==> src/rtl/accel_bus_sequencer_pkg.sv <==
// Shared definitions for the accelerator bus sequencer: FSM state encoding
// and the accelerator register map.
package accel_bus_sequencer_pkg;

    typedef enum logic [2:0] {
        IDLE = 3'd0,
        WR_X = 3'd1,
        WR_Y = 3'd2,
        WAIT = 3'd3,
        RD   = 3'd4,
        CAP  = 3'd5,
        HOLD = 3'd6
    } state_t;

    localparam int unsigned ADDR_W = 2;
    localparam int unsigned DATA_W = 16;
    localparam int unsigned RES_W  = 32;

    localparam logic [ADDR_W-1:0] ADDR_X   = 2'd0;
    localparam logic [ADDR_W-1:0] ADDR_Y   = 2'd1;
    localparam logic [ADDR_W-1:0] ADDR_RES = 2'd2;

endpackage

==> src/rtl/accel_bus_sequencer.sv <==
// Accepts an operand pair, writes x and y to the accelerator, optionally waits,
// reads the result back and holds it until the consumer takes it.
module accel_bus_sequencer
    import accel_bus_sequencer_pkg::*;
#(
    parameter int unsigned RD_WAIT = 0
) (
    input  logic              CLK,
    input  logic              RST_N,
    input  logic              in_valid,
    output logic              in_ready,
    input  logic [DATA_W-1:0] in_x,
    input  logic [DATA_W-1:0] in_y,
    output logic              out_valid,
    input  logic              out_ready,
    output logic [RES_W-1:0]  out_data,
    output logic              out_err,
    output logic [15:0]       txn_count,
    output logic [DATA_W-1:0] BUS_D,
    output logic [ADDR_W-1:0] BUS_ADDR,
    output logic              BUS_W,
    output logic              BUS_R,
    output logic              BUS_E,
    input  logic [RES_W-1:0]  BUS_OUT
);

    // Terminal count of the wait counter; unused when RD_WAIT is zero.
    localparam logic [3:0] WAIT_LAST = 4'(RD_WAIT - 1);

    state_t            state;
    state_t            state_next;
    logic [3:0]        wait_cnt;
    logic [3:0]        wait_cnt_next;
    logic [DATA_W-1:0] x_lat;
    logic [DATA_W-1:0] y_lat;

    always_comb begin
        state_next    = state;
        wait_cnt_next = '0;
        case (state)
            IDLE: if (in_valid) state_next = WR_X;
            WR_X: state_next = WR_Y;
            WR_Y: state_next = (RD_WAIT > 0) ? WAIT : RD;
            WAIT: begin
                if (wait_cnt == WAIT_LAST) begin
                    state_next = RD;
                end else begin
                    wait_cnt_next = wait_cnt + 4'd1;
                end
            end
            RD:   state_next = CAP;
            CAP:  state_next = HOLD;
            HOLD: if (out_ready) state_next = IDLE;
            default: state_next = IDLE;
        endcase
    end

    // Bus signals depend only on registered state and latched operands.
    always_comb begin
        in_ready = (state == IDLE);
        BUS_W    = 1'b0;
        BUS_R    = 1'b0;
        BUS_E    = 1'b0;
        BUS_ADDR = '0;
        BUS_D    = '0;
        case (state)
            WR_X: begin
                BUS_E    = 1'b1;
                BUS_W    = 1'b1;
                BUS_ADDR = ADDR_X;
                BUS_D    = x_lat;
            end
            WR_Y: begin
                BUS_E    = 1'b1;
                BUS_W    = 1'b1;
                BUS_ADDR = ADDR_Y;
                BUS_D    = y_lat;
            end
            WAIT: BUS_E = 1'b1;
            RD: begin
                BUS_E    = 1'b1;
                BUS_R    = 1'b1;
                BUS_ADDR = ADDR_RES;
            end
            CAP: BUS_E = 1'b1;
            default: begin
                BUS_E = 1'b0;
            end
        endcase
    end

    always_ff @(posedge CLK or negedge RST_N) begin
        if (!RST_N) begin
            state     <= IDLE;
            wait_cnt  <= '0;
            x_lat     <= '0;
            y_lat     <= '0;
            out_valid <= 1'b0;
            out_data  <= '0;
            out_err   <= 1'b0;
            txn_count <= '0;
        end else begin
            state    <= state_next;
            wait_cnt <= wait_cnt_next;
            if (state == IDLE && in_valid) begin
                x_lat   <= in_x;
                y_lat   <= in_y;
                out_err <= (in_x == in_y);
            end
            if (state == CAP) begin
                out_data  <= BUS_OUT;
                out_valid <= 1'b1;
                txn_count <= txn_count + 16'd1;
            end
            if (state == HOLD && out_ready) begin
                out_valid <= 1'b0;
            end
        end
    end

endmodule

==> config.mk <==
export PLATFORM = sky130hd
export DESIGN_NAME = accel_bus_sequencer
export DESIGN_NICKNAME = d
export VERILOG_FILES = /design/src/rtl/accel_bus_sequencer_pkg.sv /design/src/rtl/accel_bus_sequencer.sv
export SDC_FILE = /design/constraint.sdc
export NUM_CORES = 1
export LEC_CHECK = 0
export BUFFER_PORTS_ARGS = -buffer_cell sky130_fd_sc_hd__buf_2
export CORE_ASPECT_RATIO = 0.8
export CORE_MARGIN = 1
export CORE_UTILIZATION = 45
export CTS_CLUSTER_SIZE = 24
export DETAILED_ROUTE_END_ITERATION = 8
export GPL_TIMING_DRIVEN = 0
export PLACE_DENSITY = 0.75
export REMOVE_ABC_BUFFERS = 1
export SLEW_MARGIN = 20
export SYNTH_ARGS = -nofsm -noshare
export SYNTH_HDL_FRONTEND = slang
export SYNTH_SLANG_ARGS = --single-unit
==> constraint.sdc <==
create_clock -name CLK -period 1.5 [get_ports CLK]
set_input_delay 0 -clock CLK [delete_from_list [all_inputs] [get_ports CLK]]
set_output_delay 0 -clock CLK [all_outputs]
set_load 0.005 [all_outputs]
Word-level counts from Yosys, hierarchy flattened
Cells that the tools add are included.
- output and inout bits: 72
- input bits: 68
- register bits: 89
- equality and inequality tests: 11
- add/subtract/negate cells: 2
- multiplexer cells: 13
- reduce and logical (&&, ||, !) cells: 7
- operator list (operator ; number):
    16-bit case mux with 2 select lines ; 1
    3-bit case mux with 7 select lines ; 1
    16-bit by 1-bit adder with 16-bit output (second input constant) ; 1
    16-bit == test ; 1
    3-bit == test (second input constant) ; 3
    3-bit two-way mux ; 3
    4-bit two-way mux ; 2
    3-bit by 2-bit == test with 1-bit output (second input constant) ; 2
    2-bit != test (second input constant) ; 3
    1-bit two-way mux ; 5
    5-bit OR reduction ; 1
    4-bit by 1-bit adder with 4-bit output (second input constant) ; 1
    4-bit == test (second input constant) ; 1
    2-bit case mux with 2 select lines ; 1
    3-bit by 1-bit == test with 1-bit output (second input constant) ; 1
    3-bit zero test ; 1
    3-bit AND reduction ; 1
    1-bit logical AND ; 2
    2-bit nonzero test ; 1
    2-bit OR reduction ; 1

Longest topological paths before layout
Gate-level depths: netlist (run 1).
- depth in word-level cells: 3
- depth in mapped cells: 7

Least setup slack after synthesis (run 1)
No wires, ideal clock.
- path kind: register -> register
- from: register state[0]
- to: register x_lat[0]
- required time: 1.375 ns
- arrival time: 1.378 ns
- path buffers: 2
- library setup time: 0.125 ns
- setup slack: -0.003 ns
- cell stages (with the launch flop): 6
- clock period less this slack: 1.503 ns
- path through: dfrtp_1 -> nor3_2 -> and2_1 -> buf_4 -> buf_6 -> mux2_4
- longest elaborated chain between the ends: 2
- ends and longest elaborated chain (element ; RTL line ; source):
    from (decl) ; accel_bus_sequencer.sv:30 ; state_t state;
    from (signal assigned) ; accel_bus_sequencer.sv:103 ; state <= state_next;
    3-bit zero test ; - ;
    named net in_ready ; accel_bus_sequencer.sv:11 ; output logic in_ready,
    1-bit logical AND ; accel_bus_sequencer.sv:105 ; if (state == IDLE && in_valid) begin
    to (signal assigned) ; accel_bus_sequencer.sv:106 ; x_lat <= in_x;
    to (decl) ; accel_bus_sequencer.sv:34 ; logic [DATA_W-1:0] x_lat;
The timed path passes the listed nets, and every way through them passes these cells.
A chain may end at the register's enable or synchronous reset.

Worst setup path in the final report (run 1)
- from: register state[2]
- to: output port BUS_D[11]
- longest elaborated chain between the ends: 2
- elaborated cells between the ends (all ways): 3
- ends and longest elaborated chain (element ; RTL line ; source):
    3-bit by 2-bit == test with 1-bit output or 3-bit by 1-bit == test with 1-bit output (tied branches) ; accel_bus_sequencer.sv:66 ; case (state)
    16-bit case mux with 2 select lines (*) ; accel_bus_sequencer.sv:66 ;
    to (decl) ; accel_bus_sequencer.sv:19 ; output logic [DATA_W-1:0] BUS_D,
Every way passes the cells marked *; elsewhere a longest branch is shown, timed or not.

==> flow_metrics.py, run 1 <==
metrics = {
    "critical_path": {
        "crit_arrival_ns": 1.66,
        "reg2reg_slack_ns": -0.10,
        "cp-startpoint": "state[2]",
        "reg2reg_from": "state[1]",
        "reg2regPathDepth": 4,
        "start_kind": "flop",
        "cp_max_fo": 6,
        "r2r_end": "y_lat[12]",
        "end_kind": "output port",
        "crit_end": "BUS_D[11]",
        "required_ns": 1.50,
        "path_class": "reg2out",
    },
    "clock_network": {
        "cts_buffer_depth": 2,
        "clkLatencyLatePin_ns": 0.35,
        "cts.sinks": 89,
        "htreeDepth": 3,
        "cts_tree": "done",
        "cts_buffers": 9,
        "cts-root-buf": "clkbuf_8",
        "clk_pin_slew_ns": 0.08,
    },
    "logic_synthesis": {
        "synthTopCellsByCount": "nand2_1 (104), dfrtp_1 (89), mux2_4 (30), xnor2_1 (30), a22o_1 (16)",
        "yosys_most_used_dff": "dfrtp_1",
        "avgSynthCellArea_um2": 11.4,
        "synth.most_common_cell": "nand2_1",
        "syn_inst": 353,
        "synthArstFlopShare": 1.00,
        "ys_warn_count": 0,
        "synthTopCellsByArea": "dfrtp_1 (55%), mux2_4 (11%), nand2_1 (9.7%), xnor2_1 (6.5%), a22o_1 (3.5%)",
        "yosys.cell_types.count": 35,
        "ys_seq_area_frac": 0.553,
        "synthesis.area_um2": 4030,
        "synth_edf_count": 0,
        "synth_top_area_frac": 0.553,
        "yosysTopAreaCell": "dfrtp_1",
        "synth-seq-cells": 89,
    },
    "global_routing": {
        "use_met1": 0.279,
        "antenna_found_initial": 0,
        "use_met3": 0.0684,
        "grt.total_usage": 0.238,
        "grt.overflow.total": 0,
        "grt_pass1_vias": 3581,
        "grt_busiest_layer": "met2",
        "use_met2": 0.418,
        "grt_max_degree": 52,
        "grt_first_pass_wirelength_um": 17000,
    },
    "pwr": {
        "finalPower_mw": 10.7,
        "peakVddDrop_mv": 1.12,
        "p_leak_nw": 3.17,
        "p_per_area_nw_per_um2": 1720,
    },
    "finish": {
        "diodes": 0,
        "areaGrowthSynthToFinish_pct": 54.2,
        "layout-drive-gt1-share": 0.411,
        "fin_nets": 659,
        "final_area_um2": 6220,
    },
    "floorplanning": {
        "core-area_um2": 8600,
        "ioPinCount": 140,
        "dieHeight_um": 86.6,
        "die_w_um": 108,
        "die_area_um2": 9340,
        "rows": 30,
        "start_util": 0.469,
    },
    "timing": {
        "finalSetupTns_ns": -4.73,
        "finalSetupViolCount": 55,
        "grt_setup_unrepaired": "true",
        "finalCritPeriodShare": 1.11,
        "layout_setup_ws_ns": -0.164,
        "period_needed_ns": 1.66,
        "hold_viol": 0,
        "max_freq_ghz": 0.601,
        "worst_slew_pin_slew_ns": 0.528,
        "relSlewSlack": 0.648,
        "fin_skew_ns": 0.00634,
        "slew_violations": 0,
    },
    "outcome": {
        "violations": "negative setup slack",
        "status": "finished, violations left",
    },
    "detailed_routing": {
        "drtAntennaViolNets": 0,
        "first_iter_violations": 135,
        "dr_total_vias": 3517,
        "firstDrtPassIters": 4,
        "post_drt_wl_per_cell_um": 16.4,
        "totalWireLength_um": 11600,
        "route.detailed.drc": 0,
        "routed_via_density": 4.99,
    },
    "place": {
        "place_area_um2": 4810,
        "hpwl_um": 6070,
        "routabilityCongestion": 0.732,
        "io_buffer_count": 139,
    },
    "flow_run": {
        "max-cap-violations": 0,
    },
    "worst_hold_path": {
        "hold_path.class": "in2async",
    },
}
==> layout make-up <==
class | instances | area [µm²]
clock inverter | 5 | 105
clock buffer | 10 | 128
inverter | 4 | 17.5
timing repair buffer | 240 | 1800
fill | 584 | 2380
sequential | 89 | 2230
multi-input combinational | 245 | 1790
tap | 112 | 140
==> sequential cells by signal, summed over array words and instances, names as in the netlist <==
signal,count
out_data,32
x_lat,16
out_err,1
wait_cnt,4
state,3
txn_count,16
out_valid,1
y_lat,16
==> cell families (layout without fill, tap and decap cells) <==
kind of cell	Yosys count	in the layout	synth area share
XOR/XNOR	32	32	0.0695
adder cells (fa/ha/maj)	2	2	0.00621
flip-flops	89	89	0.553
AO/OA/AOI/OAI	28	28	0.0522
buffers and inverters	21	259	0.0314
AND/OR/NAND/NOR	148	150	0.168
multiplexers	33	33	0.120
==> repair_timing <==
action | 4_1_cts | 5_1_grt
pin swaps | 4 | 12
gates cloned | 1 | 7
setup buffers | 18 | 8
setup endpoints to repair | 100 | 66
resized for setup | 12 | 23
hold buffers | 67 | 0
hold endpoints to repair | 104 | 0
==> worst min path at each step <==
stage	depth (start not counted)	start	to	slack [ns]
3_5_place_dp	1	RST_N	out_valid	0.009
5_1_grt	2	RST_N	out_valid	0.19
2_1_floorplan	0	RST_N	out_data[0]	-0.30
4_1_cts	2	RST_N	out_valid	0.17
3_3_place_gp	3	BUS_OUT[3]	out_data[3]	0.19
6_report	2	RST_N	out_valid	0.16
==> per-stage QoR <==
step	util	hold WS, ns	worst slack (ns)	std cells
2_1_floorplan	-	-0.296	-1.08	336
5_1_grt	0.723	0.195	-0.255	705
3_3_place_gp	0.553	0.191	-1.42	587
3_5_place_dp	0.560	0.00927	-1.04	589
6_report	0.723	0.159	-0.164	705
4_1_cts	0.690	0.168	-0.106	690
==> where the power goes <==
| group | internal, mW | switching (mW) |
|---|---|---|
| Clock | 1.10 | 0.828 |
| Combinational | 2.55 | 2.08 |
| Sequential | 3.41 | 0.707 |
==> critical path, stage by stage, from the launching register on <==
cell	delay [ns]
dfrtp_4	0.55
nor3_4	0.22
buf_6	0.15
clkbuf_16	0.14
a22o_1	0.13
buf_2	0.12
==> routing by layer <==
metal	routed length, µm	part of all wire	up-vias
met5	0	0	-
met4	252	0.022	0
met3	623	0.054	26
met2	5900	0.51	114
met1	4780	0.41	1722
li1	-	-	1655
==> cells in the final DEF, fill, tap and decap left out, types with 4 or more instances in the layout <==
cell type      Yosys  routed
clkbuf_8           0       9
xnor2_1           30      29
buf_4              2      19
mux2_4            30      33
buf_2              8     136
dlygate4sd3_1      0      67
a22o_1            16      16
a21oi_1            7       6
nor2_1             9       8
nand2_1          104     104
clkbuf_16          0       4
buf_6              4       9
nand3_1           11       8
and3_1             5       4
nand4_1            5       5
dfrtp_1           89      86
Note: power is estimated with default switching activity, not from simulation.
==> run 2: changes to the inputs <==
==> constraint.sdc (replaced) <==
create_clock -name CLK -period 1.5 [get_ports CLK]
set_input_delay 0.15 -clock CLK [delete_from_list [all_inputs] [get_ports CLK]]
set_output_delay 0.15 -clock CLK [all_outputs]
set_load 0.005 [all_outputs]
==> flow_metrics.py, run 2 (synthesis results as in run 1) <==
metrics = {
    "outcome": {
        "status": "finished, violations left",
        "violations": "negative setup slack",
    },
    "finish": {
        "largest_reg_flops": 32,
        "multiInputGateArea_um2": 1840,
        "layout-drive-gt1-share": 0.451,
        "diodes": 0,
        "final_cell_mix": "buf_2 (136), nand2_1 (103), dfrtp_1 (86)",
        "fill_cells": 609,
        "regMostFlops": "out_data",
        "layout_commonest_cell": "buf_2",
        "ff_latch_area_um2": 2230,
        "fin_nets": 633,
        "areaGrowthSynthToFinish_pct": 49.8,
    },
    "timing": {
        "relSlewSlack": 0.648,
        "finalSetupTns_ns": -12.49,
        "worst_slew_pin_slew_ns": 0.528,
        "grt_setup_unrepaired": "true",
        "layout_setup_ws_ns": -0.276,
        "finalCritPeriodShare": 1.18,
        "finalSetupViolCount": 85,
        "max_freq_ghz": 0.563,
        "hold_viol": 0,
        "slew_violations": 0,
        "period_needed_ns": 1.78,
        "fin_skew_ns": 0.00796,
    },
    "detailed_routing": {
        "drtAntennaViolNets": 0,
        "routed_via_density": 5.02,
        "first_iter_violations": 155,
        "dr_total_vias": 3409,
        "route.detailed.drc": 0,
        "post_drt_wl_per_cell_um": 15.9,
        "totalWireLength_um": 10800,
        "firstDrtPassIters": 5,
    },
    "critical_path": {
        "start_kind": "flop",
        "end_kind": "output port",
        "cp_max_fo": 9,
        "required_ns": 1.35,
        "path_class": "reg2out",
        "crit_arrival_ns": 1.63,
    },
    "floorplanning": {
        "die_w_um": 108,
        "dieHeight_um": 86.6,
        "start_util": 0.469,
        "die_area_um2": 9340,
        "rows": 30,
        "ioPinCount": 140,
        "core-area_um2": 8600,
    },
    "pwr": {
        "p_switching_mw": 3.66,
        "finalPower_mw": 11.0,
        "p_per_area_nw_per_um2": 1820,
        "p_seq_frac": 0.368,
        "p_leak_nw": 3.11,
        "p_comb_frac": 0.456,
        "clockPowerShare": 0.176,
        "peakVddDrop_mv": 1.29,
        "netSwitchingFraction": 0.333,
        "intPower_mw": 7.34,
    },
    "clock_network": {
        "cts_buffer_depth": 2,
        "clk_pin_slew_ns": 0.09,
        "htreeDepth": 3,
        "cts_buffers": 9,
        "cts-root-buf": "clkbuf_8",
        "cts_tree": "done",
        "clkLatencyLatePin_ns": 0.35,
        "cts.sinks": 89,
    },
    "global_routing": {
        "grt_max_degree": 52,
        "grt_first_pass_wirelength_um": 16800,
        "grt_pass1_vias": 3442,
        "grt.overflow.total": 0,
        "antenna_found_initial": 0,
        "grt.total_usage": 0.235,
    },
    "worst_hold_path": {
        "hold_path.class": "in2reg",
    },
    "place": {
        "hpwl_um": 6070,
        "io_buffer_count": 139,
        "routabilityCongestion": 0.732,
    },
    "flow_run": {
        "max-cap-violations": 0,
    },
}
run 2: power groups by stage:
stage	sequential [mW]	combinational, mW	clock, mW
global route	4.17	5.45	2.07
global placement	4.06	3.28	0
finish	4.05	5.01	1.93
floorplan	4.04	2.08	0
detailed placement	4.12	3.41	0
CTS	4.03	4.59	1.98
run 2: layout make-up:
cell class,count,share of cell area
clock buffer,10,0.0211
timing repair buffer,213,0.261
inverter,4,0.00290
sequential,89,0.370
tap,112,0.0232
clock inverter,5,0.0174
multi-input combinational,246,0.304
run 2: routing by layer:
layer  GRT usage  routed length, µm  vias to the layer above
met5           0                  0                        -
met4      0.0747                187                        0
met3      0.0639                642                       19
met2       0.400               5280                      123
met1       0.291               4690                     1661
li1            -                  -                     1606
run 2: final timing paths:
check                       startpoint            to  slack [ns]  cells past startpoint
min in group asynchronous        RST_N     out_valid        0.30                      2
setup / recovery              state[1]      BUS_D[3]       -0.28                      6
max in group asynchronous        RST_N  txn_count[3]        0.56                      3
setup reg to reg              state[0]      y_lat[6]       -0.25                      6
hold / removal             BUS_OUT[30]  out_data[30]        0.03                      3
hold reg to reg            out_data[8]   out_data[8]        0.47                      2
run 2: critical path, stage by stage (launching register included):
cell and delay (ns):
dfrtp_2 0.46, inv_4 0.06, nor3_4 0.19, buf_6 0.15, buf_12 0.13, a22o_1 0.15
buf_2 0.12
run 2: through the flow:
stage / instances / cell area, µm² / hold slack [ns] / utilization / setup WS [ns]
2_1_floorplan: 336 / 3920 / -0.146 / - / -1.08
3_3_place_gp: 587 / 4750 / 0.341 / 0.553 / -1.42
3_5_place_dp: 589 / 4810 / 0.159 / 0.560 / -1.04
4_1_cts: 667 / 5850 / 0.0246 / 0.680 / -0.237
5_1_grt: 679 / 6040 / 0.0281 / 0.702 / -0.329
6_report: 679 / 6040 / 0.0302 / 0.702 / -0.276
run 2: timing repair:
item,in CTS,in global routing
hold buffers,32,0
pin swaps,11,15
setup buffers,28,11
endpoints found under the hold margin,69,0
gates resized for setup,33,21
setup endpoints to repair,104,92
cloned,3,4
